File: src/rtl/sample_mul_pkg.sv
// rtl/sample_mul_pkg.sv - shared widths, clog2 helper and the {valid, id} pipeline tag
package sample_mul_pkg;

  localparam int DATA_W_DEF = 11;
  localparam int ID_W_DEF   = 2;
  // Tag id is sized for the largest supported requester count (8).
  localparam int TAG_ID_W   = 3;

  function automatic int clog2(input int n);
    for (int r = 0; r < 32; r++) begin
      if ((1 << r) >= n) return r;
    end
    return 32;
  endfunction

  typedef struct packed {
    logic                valid;
    logic [TAG_ID_W-1:0] id;
  } pipe_tag_t;

endpackage

File: src/rtl/sample_mul_pipe_core.sv
// rtl/sample_mul_pipe_core.sv - 2-stage signed multiplier (operand regs, product reg), DSP48 friendly
module sample_mul_pipe_core
  import sample_mul_pkg::*;
#(
  parameter int DATA_W = DATA_W_DEF
) (
  input  logic              clk,
  input  logic              reset,
  input  logic              ce,
  input  logic [DATA_W-1:0] a,
  input  logic [DATA_W-1:0] b,
  output logic [DATA_W-1:0] p
);

  logic signed [DATA_W-1:0] a_q;
  logic signed [DATA_W-1:0] b_q;
  logic signed [DATA_W-1:0] p_q;
  logic                     ld;

  // Data regs carry no reset; they simply hold while reset is asserted.
  assign ld = ce & ~reset;

  // Low DATA_W bits of a product are the same for signed and unsigned operands.
  always_ff @(posedge clk) begin
    if (ld) begin
      a_q <= $signed(a);
      b_q <= $signed(b);
      p_q <= a_q * b_q;
    end
  end

  assign p = p_q;

endmodule

File: src/rtl/sample_mul_share_arb.sv
// rtl/sample_mul_share_arb.sv - round-robin share of one pipelined multiplier among NUM_REQ requesters
module sample_mul_share_arb
  import sample_mul_pkg::*;
#(
  parameter int NUM_REQ = 4,
  parameter int DATA_W  = DATA_W_DEF,
  parameter int ID_W    = clog2(NUM_REQ)
) (
  input  logic                      clk,
  input  logic                      reset,
  input  logic [NUM_REQ-1:0]        req_valid,
  input  logic [NUM_REQ*DATA_W-1:0] req_a,
  input  logic [NUM_REQ*DATA_W-1:0] req_b,
  output logic [NUM_REQ-1:0]        req_ready,
  output logic                      res_valid,
  output logic [ID_W-1:0]           res_id,
  output logic [DATA_W-1:0]         res_data,
  input  logic                      res_ready
);

  logic              adv;
  logic              found;
  logic              fire;
  logic [ID_W-1:0]   gnt;
  logic [ID_W-1:0]   ptr_q, ptr_d;
  logic [DATA_W-1:0] a_sel, b_sel;
  pipe_tag_t         tag1_q, tag2_q, tag1_d;
  logic              unused_tag_bits;

  // Scan farthest-to-nearest from last grant so the nearest valid requester wins.
  function automatic logic [ID_W:0] rr_pick(input logic [NUM_REQ-1:0] v,
                                            input logic [ID_W-1:0]    last);
    logic [ID_W:0]   res;
    logic [ID_W-1:0] idx;
    res = '0;
    for (int i = NUM_REQ; i >= 1; i--) begin
      idx = ID_W'((int'(last) + i) % NUM_REQ);
      if (v[idx]) res = {1'b1, idx};
    end
    return res;
  endfunction

  always_comb begin
    adv          = ~tag2_q.valid | res_ready;
    {found, gnt} = rr_pick(req_valid, ptr_q);
    fire         = found & adv & ~reset;
    req_ready    = '0;
    if (fire) req_ready[gnt] = 1'b1;
    ptr_d        = fire ? gnt : ptr_q;
    tag1_d.valid = fire;
    tag1_d.id    = fire ? TAG_ID_W'(gnt) : '0;
  end

  always_comb begin
    a_sel = '0;
    b_sel = '0;
    for (int i = 0; i < NUM_REQ; i++) begin
      if (gnt == ID_W'(i)) begin
        a_sel = req_a[i*DATA_W +: DATA_W];
        b_sel = req_b[i*DATA_W +: DATA_W];
      end
    end
  end

  // Tag shift register advances with the core so tags stay aligned to products.
  always_ff @(posedge clk) begin
    if (reset) begin
      ptr_q  <= ID_W'(NUM_REQ - 1);
      tag1_q <= '0;
      tag2_q <= '0;
    end else begin
      ptr_q <= ptr_d;
      if (adv) begin
        tag1_q <= tag1_d;
        tag2_q <= tag1_q;
      end
    end
  end

  sample_mul_pipe_core #(
    .DATA_W(DATA_W)
  ) u_core (
    .clk  (clk),
    .reset(reset),
    .ce   (adv),
    .a    (a_sel),
    .b    (b_sel),
    .p    (res_data)
  );

  assign res_valid       = tag2_q.valid;
  assign res_id          = tag2_q.id[ID_W-1:0];
  assign unused_tag_bits = ^tag2_q.id;

endmodule
File: config.mk
export PLATFORM = sky130hd
export DESIGN_NAME = sample_mul_share_arb
export DESIGN_NICKNAME = d
export VERILOG_FILES = /design/src/rtl/sample_mul_pkg.sv /design/src/rtl/sample_mul_pipe_core.sv /design/src/rtl/sample_mul_share_arb.sv
export SDC_FILE = /design/constraint.sdc
export NUM_CORES = 1
export LEC_CHECK = 0
export CORE_MARGIN = 5
export CORE_UTILIZATION = 55
export CTS_CLUSTER_SIZE = 8
export DETAILED_ROUTE_END_ITERATION = 6
export DONT_BUFFER_PORTS = 1
export GPL_TIMING_DRIVEN = 1
export HOLD_SLACK_MARGIN = 0.08
export PLACE_DENSITY = 0.76
export SYNTH_ARGS = -nofsm -noshare
export SYNTH_HDL_FRONTEND = slang
export SYNTH_SLANG_ARGS = --single-unit
File: constraint.sdc
create_clock -name clk -period 10.1 [get_ports clk]
set_input_delay 0.505 -clock clk [delete_from_list [all_inputs] [get_ports clk]]
set_output_delay 0.505 -clock clk [all_outputs]
set_load 0.05 [all_outputs]
==> results.toml, run 1 <==
[place]
post-place-ws_ns = 5.448
numPortBuffers = 0
dpl.hpwl_um = 6388
gp_congestion = 0.8837

[worst_setup_path]
worstPathArrival_ns = 4.64
path_common_cell = "fa_1"
crit_path_end_kind = "register"
cp.required_ns = 10.14
max_stage_delay_ns = 0.55
crit_chain = "nand2_1 > fa_1 > inv_1 > fa_1 > inv_1 > fa_1 > fa_1 > fa_1 > inv_1 > ha_1 > nand2_1 > o21ai_0 > xnor3_1"
critPathLaunchType = "register"
crit_type = "reg2reg"
critPathSlowestCell = "fa_1"
cp_max_fo = 8

[flow_run]
maxCapViolCount = 0

[synthesis]
netlist.area_leader.share = 0.2505
synth_area_leaders = "edfxtp_1 (25%), mux2i_1 (17%), fa_1 (15%)"
syn_area_um2 = 3956
synth.distinct_cells = 27
syn_inst = 381
ys_seq_area_frac = 0.2910
synth-async-reset-ratio = 0
yosysMostFrequentCell = "mux2i_1"
ys_ff_latch = 41
yosysTopAreaCell = "edfxtp_1"
synth_nets = 540
synth_ff_type = "edfxtp_1"
ys_warn_count = 0
avgSynthCellArea_um2 = 10.38
synth_enable_flop_cells = 33
yosys-top-cells-count = "mux2i_1 (68), inv_1 (59), nand2_1 (40)"

[grt]
antenna_found_initial = 0
gr-usage-all-layers = 0.1829
grt_pass1_vias = 2701
overflow = 0
grt_pass1_wl_um = 12590
grt_max_degree = 49

[route]
dr.pass1.iters = 4
ant_nets = 0
routed_via_density = 5.271
drc_errors = 0
num_vias = 2525
drt_iter0_drc = 144
drt-total-wl_um = 7724
avgRoutedWirePerCell_um = 16.13

[floorplanning]
die_y_um = 94.82
die_area_um2 = 8990
die-width_um = 94.82
core_um2 = 7137
initial_core_util = 0.5543
io_pins = 113
num_rows = 31

[sta]
period_needed_ns = 4.594
slew_viol_final = 0
tightest_slew_ns = 1.153
slew_headroom = 0.2210
clock_skew_ns = 0.01671
finalHoldViolations = 0
fin_crit_sh = 0.4549
setup_viol = 0
fin_ws_ns = 5.506
rsz0062_at_grt = "no"
fmax_ghz = 0.2177
setup_tns_ns = 0

[cells_and_area]
final_layout_size_suffix_gt1_frac = 0.03947
fillers = 655
area_growth_pct = 5.092
multi_input_area_um2 = 2525
final_nets = 538
regArea_um2 = 1151
antenna_cells = 0

[clock_network]
post_cts_buffers = 0
clkLatencyLatePin_ns = 0.30
cts_max_level = 2
clockBufferDepth = 2
clk_pin_slew_ns = 0.10
holdBufCountCts = 0
cts_tree = "built"
clock_sinks = 41
ctsResizeCount = 0
root_buffer = "clkbuf_8"
cts_made_buffers = 5

[status]
status = "complete, no violations"

[pwr]
power.density_nw_per_um2 = 313.7
ir_drop_mv = 0.1542
total_leakage_power_nw = 1.966

[min_path]
hold_class = "in2reg"
==> worst paths after layout <==
check,start,end,slack (ns),cells after the start
max,u_core.b_q[3],u_core.p[10],5.51,13
min,reset,res_id[0],0.26,1
max reg2reg,u_core.b_q[3],u_core.p[10],5.51,13
min reg2reg,tag1_q[3],tag1_q[3],0.45,2
==> area by class of cell <==
cell class / instances / share of cell area
well taps: 99 / 0.02979
multi-input cells: 268 / 0.6073
clock buffers: 7 / 0.02347
repair buffers: 4 / 0.007222
clock inverters: 1 / 0.002107
flip-flops and latches: 41 / 0.2769
inverters: 59 / 0.05326
==> state kept, by name (all words and copies together) (netlist names) <==
name,count
tag1_q,3
res_id,2
u_core.a_q,11
u_core.b_q,11
u_core.p,11
res_valid,1
ptr_q,2
==> layout by cell type (no fill, tap or decap), types with 8 or more instances in the layout <==
cell      netlist  layout
inv_1          59      59
mux2i_1        68      68
dfxtp_1         8       8
fa_1           30      30
nand2_1        40      40
nor2_1         12      10
ha_1           34      34
and2_1         30      30
edfxtp_1       33      33
xnor2_1        19      19
==> per-layer routing <==
layer | wire length, um | global-route usage | up-vias
li1 | - | - | 1235
met1 | 3233 | 0.2362 | 1187
met2 | 3957 | 0.3194 | 99
met3 | 473 | 0.03586 | 4
met4 | 59 | 0.03606 | 0
met5 | 0 | 0 | -
==> power breakdown <==
part | total, mW | switching [mW] | internal, mW
logic | 0.808 | 0.396 | 0.412
registers | 0.370 | 0.0999 | 0.270
clock network | 0.126 | 0.0621 | 0.0644
==> critical path: cells and delay by family, from the launching register on <==
family | cells | cell delay [ns]
adders and majority gates | 6 | 2.88
xor gates and xnor gates | 1 | 0.42
AOI/OAI and AO/OA | 1 | 0.18
buffers and inverters | 3 | 0.16
and+or+nand+nor | 2 | 0.19
DFF | 1 | 0.52
==> kinds of logic (layout without fill, tap and decap cells) <==
logic type | Yosys count | count (layout) | share of synthesized area
AOI/OAI and AO/OA | 17 | 17 | 0.02530
buffers and inverters | 72 | 71 | 0.07590
muxes | 68 | 68 | 0.1720
DFF | 41 | 41 | 0.2910
xor gates and xnor gates | 24 | 24 | 0.06009
and+or+nand+nor | 95 | 95 | 0.1164
adders and majority gates | 64 | 64 | 0.2593
==> per-stage QoR <==
| step | cell area [um2] | instances | total power, mW | hold slack, ns | utilization |
|---|---|---|---|---|---|
| after detailed placement | 4051 | 471 | 1.201 | 0.4399 | 0.5677 |
| final | 4158 | 479 | 1.304 | 0.2616 | 0.5826 |
| after global routing | 4158 | 479 | 1.443 | 0.2533 | 0.5826 |
| after global placement | 4051 | 471 | 1.161 | 0.4340 | 0.5677 |
| after floorplan | 3956 | 381 | 1.049 | 0.4218 | - |
| after CTS | 4158 | 479 | 1.329 | 0.2585 | 0.5826 |
(Power assumes the default switching activity.)
==> inputs of run 2 (changes only) <==
Settings changed: PLACE_DENSITY 0.76 to 0.79.
Clock period 10.1 ns to 4.21 ns, I/O delays scaled along.
==> results.toml, run 2 (synthesis results as in run 1) <==
[route]
ant_nets = 0
dr.pass1.iters = 4
wirelength_met1_um = 3114
top_layer_used = "met4"
route.met2.wl_um = 4521
drt-total-wl_um = 8488
routed_via_density = 5.388
num_vias = 2748
drt_iter0_drc = 123
drc_errors = 0
avgRoutedWirePerCell_um = 16.64
wl_met3_um = 570

[status]
violations = "setup timing"
status = "finished, violations left"

[sta]
rsz0062_at_grt = "yes"
finalHoldViolations = 0
slew_headroom = 0.3991
period_needed_ns = 4.257
clock_skew_ns = 0.003967
slew_viol_final = 0
fin_ws_ns = -0.04709
fin_crit_sh = 1.011
hold_slack_ns = 0.1026
setup_viol = 1
tightest_slew_ns = 0.8980
fmax_ghz = 0.2349

[grt]
antenna_found_initial = 0
grt_max_degree = 45
gr-usage-all-layers = 0.2003
overflow = 0
grt_pass1_wl_um = 13860
grt_pass1_vias = 3100

[worst_setup_path]
worstPathArrival_ns = 4.31
cp_num_buf_inv = 3
cp.required_ns = 4.26
cp_max_fo = 4
critPathSlowestCell = "fa_2"
path_common_cell = "fa_1"
crit_type = "reg2reg"
cpLargestDelayFamily = "adder cells"
crit_chain = "nand2_1 > fa_1 > inv_2 > fa_1 > inv_2 > fa_1 > fa_1 > fa_2 > inv_2 > ha_4 > a21oi_2 > o21ai_2 > xnor3_1"
critPathLaunchType = "register"
crit_path_end_kind = "register"
max_stage_delay_ns = 0.55

[cells_and_area]
antenna_cells = 0
finalInstanceArea_um2 = 4556
final_cell_mix = "mux2i_1 (68), inv_1 (53), nand2_1 (33), edfxtp_1 (33), buf_4 (30)"
fillers = 564
final_layout_size_suffix_gt1_frac = 0.1849
final_cells = 510
mostFrequentLayoutCell = "mux2i_1"
area_growth_pct = 15.15
final_nets = 569

[clock_network]
clkLatencyLatePin_ns = 0.30
clock_sinks = 41
clockBufferDepth = 2
cts_max_level = 2
clk_pin_slew_ns = 0.09
root_buffer = "clkbuf_8"
cts_tree = "built"
cts_made_buffers = 5

[floorplanning]
die_area_um2 = 8990
core_um2 = 7137
die-width_um = 94.82
io_pins = 113
die_y_um = 94.82
num_rows = 31
initial_core_util = 0.5543

[place]
dpl.hpwl_um = 6535
dpl_cell_area_um2 = 4223
post-place-ws_ns = -0.1218
placed_cells_incl_taps = 489
gp_congestion = 0.9218
numPortBuffers = 0

[pwr]
total_leakage_power_nw = 2.118
p_total_mw = 3.832
power.density_nw_per_um2 = 841.1
ir_drop_mv = 0.5452

[min_path]
hold_class = "in2reg"

[flow_run]
maxCapViolCount = 0
==> run 2: changes by cell type in the layout (fill, tap and decap cells not counted), moves of 4 or more <==
cell | before | now
buf_4 | 4 | 30
ha_1 | 34 | 26
ha_4 | 0 | 7
nand2_1 | 40 | 33
nand2_2 | 0 | 7
inv_1 | 59 | 53
inv_2 | 0 | 6
buf_6 | 0 | 4
==> run 2: worst paths after layout <==
path,start,end,slack [ns],cells past startpoint
min reg2reg,tag1_q[1],tag1_q[1],0.45,2
max,u_core.b_q[2],u_core.p[10],-0.05,13
min,reset,tag1_q[1],0.10,3
max reg2reg,u_core.b_q[2],u_core.p[10],-0.05,13
==> run 2: worst min-delay path: cells and delay by family <==
kind          cells  cell delay (ns)
simple gates      3             0.15
==> run 2: power by group <==
| group | internal, mW | switching [mW] |
|---|---|---|
| sequential | 0.648 | 0.225 |
| combinational | 1.42 | 1.20 |
| clock | 0.178 | 0.152 |
==> run 2: area by class of cell <==
type | instances | area [um2] | area share
sequential | 41 | 1151 | 0.2527
clock buffer | 6 | 72.57 | 0.01593
inverter | 59 | 221.5 | 0.04861
timing repair buffer | 35 | 280.3 | 0.06152
multi-input combinational | 268 | 2668 | 0.5856
clock inverter | 2 | 38.79 | 0.008514
tap | 99 | 123.9 | 0.02719
==> run 2: metrics by stage <==
step,setup TNS (ns),util
after detailed placement,-0.1597,0.5917
after CTS,-0.04374,0.6327
after global routing,-0.2884,0.6383
final,-0.04709,0.6383
after floorplan,0,-
after global placement,-0.06783,0.5917
==> run 2: repair_timing <==
item | 4_1_cts | 5_1_grt
pin swaps | 24 | 19
setup buffers | 12 | 2
gates resized for setup | 17 | 13
endpoints found under the setup margin | 2 | 4
endpoints found under the hold margin | 5 | 0
hold buffers | 1 | 0
==> run 2: metal layers <==
| layer | vias to the layer above | GRT usage |
|---|---|---|
| li1 | 1291 | - |
| met1 | 1293 | 0.2062 |
| met2 | 138 | 0.3922 |
| met3 | 26 | 0.03745 |
| met4 | 0 | 0.07933 |
| met5 | - | 0 |
==> inputs of run 3 (changes only) <==
==> constraint.sdc (replaced) <==
create_clock -name clk -period 4.21 [get_ports clk]
set_input_delay 0.421 -clock clk [delete_from_list [all_inputs] [get_ports clk]]
set_output_delay 0.421 -clock clk [all_outputs]
set_load 0.05 [all_outputs]
==> results.toml, run 3 (synthesis results as in run 1) <==
[grt]
gr-usage-all-layers = 0.1799
grt_max_degree = 39
grt_pass1_wl_um = 12650
grt_pass1_vias = 2850
antenna_found_initial = 0
overflow = 0

[cells_and_area]
area_growth_pct = 13.00
mostFrequentLayoutCell = "mux2i_1"
final_layout_size_suffix_gt1_frac = 0.1490
final_nets = 574
final_cell_mix = "mux2i_1 (68), inv_1 (59), nand2_1 (39), buf_4 (39), edfxtp_1 (33)"
antenna_cells = 0
finalInstanceArea_um2 = 4471
utilization = 0.6264

[floorplanning]
initial_core_util = 0.5543
num_rows = 31
die_y_um = 94.82
die-width_um = 94.82
die_area_um2 = 8990
io_pins = 113
core_um2 = 7137

[sta]
fin_ws_ns = -0.06163
fin_crit_sh = 1.015
clock_skew_ns = 0.005527
fmax_ghz = 0.2341
setup_tns_ns = -0.07106
finalHoldViolations = 0
slew_headroom = 0.1910
rsz0062_at_grt = "yes"
setup_viol = 2
slew_viol_final = 0
period_needed_ns = 4.272
tightest_slew_ns = 1.198

[pwr]
total_leakage_power_nw = 2.132
seq_power_share = 0.250
p_int_mw = 2.016
power.density_nw_per_um2 = 776.7
pwr-share-clk = 0.085
switchingPower_mw = 1.456
sw_frac_of_total = 0.4193
p_comb_frac = 0.665
ir_drop_mv = 0.4258

[worst_setup_path]
crit_chain = "nand2_1 > fa_1 > inv_1 > fa_2 > fa_1 > inv_1 > fa_1 > fa_2 > xor2_1 > xnor2_1 > xnor2_1 > xnor3_1 > xnor3_1"
path_common_cell = "fa_1"
critPathSlowestCell = "fa_1"
cp_max_fo = 4
cpLargestDelayFamily = "adder cells"
worstPathArrival_ns = 4.32
crit_type = "reg2reg"
r2r_start = "u_core.b_q[4]"
cp.required_ns = 4.26
cp_num_buf_inv = 2
r2r_cells = 13
critPathLaunchType = "register"
crit_path_end_kind = "register"
max_stage_delay_ns = 0.55
reg2reg_slack_ns = -0.06
r2r-end = "u_core.p[10]"

[route]
avgRoutedWirePerCell_um = 15.34
drt_iter0_drc = 125
drc_errors = 0
drt-total-wl_um = 7899
routed_via_density = 5.167
dr.pass1.iters = 5
num_vias = 2661
ant_nets = 0

[place]
dpl.hpwl_um = 6473
post-place-ws_ns = -0.3038
gp_congestion = 0.8978
dpl_cell_area_um2 = 4262
numPortBuffers = 0

[min_path]
min_from = "reset"
holdPathStages = 1
min_to = "res_id[0]"
hold_class = "in2reg"

[clock_network]
cts_made_buffers = 5
clk_pin_slew_ns = 0.10
cts_max_level = 2
root_buffer = "clkbuf_8"
cts_tree = "built"
clock_sinks = 41
clkLatencyLatePin_ns = 0.30
clockBufferDepth = 2

[flow_run]
maxCapViolCount = 0

[status]
violations = "setup timing"
status = "finished, violations left"
run 3: cell types whose count changed in the layout (fill, tap and decap cells not counted), moves of 3 or more:
cell     delta
inv_1       +6
ha_4        -5
inv_2       -6
ha_1        +5
nand2_2     -6
nand2_1     +6
buf_6       -3
buf_4       +9
run 3: power by group through the flow:
stage,combinational [mW],sequential (mW),clock [mW]
after floorplan,1.66,0.856,0
after global placement,2.10,0.879,0
after detailed placement,2.23,0.881,0
after CTS,2.28,0.868,0.301
after global routing,2.62,0.879,0.320
final,2.31,0.867,0.295
run 3: final cells by class:
class / instances / area (um2)
Inverter: 59 / 221.5
Clock inverter: 3 / 28.78
Tap cell: 99 / 123.9
Sequential cell: 41 / 1151
Fill cell: 579 / 2666
Clock buffer: 5 / 68.82
Multi-Input combinational cell: 268 / 2572
Timing Repair Buffer: 40 / 304.0
run 3: layer usage:
| layer | vias to the layer above | GRT usage | share of wire | wire [um] |
|---|---|---|---|---|
| li1 | 1312 | - | - | - |
| met1 | 1224 | 0.2160 | 0.41 | 3252 |
| met2 | 116 | 0.3288 | 0.51 | 4059 |
| met3 | 9 | 0.02709 | 0.061 | 481 |
| met4 | 0 | 0.05649 | 0.013 | 106 |
| met5 | - | 0 | 0 | 0 |
run 3: how the worst max path moves through the flow:
stage,from,end,slack (ns),depth (start not counted)
global placement,u_core.b_q[4],u_core.p[10],-0.16,13
finish,u_core.b_q[4],u_core.p[10],-0.06,13
CTS,u_core.b_q[4],u_core.p[10],-0.06,13
detailed placement,u_core.b_q[4],u_core.p[10],-0.30,13
floorplan,u_core.a_q[1],u_core.p[10],-0.12,14
global route,u_core.b_q[3],u_core.p[10],-0.26,13
run 3: what timing repair did:
action	CTS	global route
endpoints found under the setup margin	2	4
pin swaps	14	1
setup buffers	6	2
hold buffers	0	0
resized for setup	7	5
cloned	0	0
endpoints found under the hold margin	0	0
run 3: metrics by stage:
step                hold slack (ns)  power, mW  instances
floorplan                    0.4218      2.517        381
global placement             0.4313      2.981        499
detailed placement           0.4350      3.115        499
CTS                          0.1715      3.448        513
global route                 0.1622      3.821        515
finish                       0.1746      3.472        515
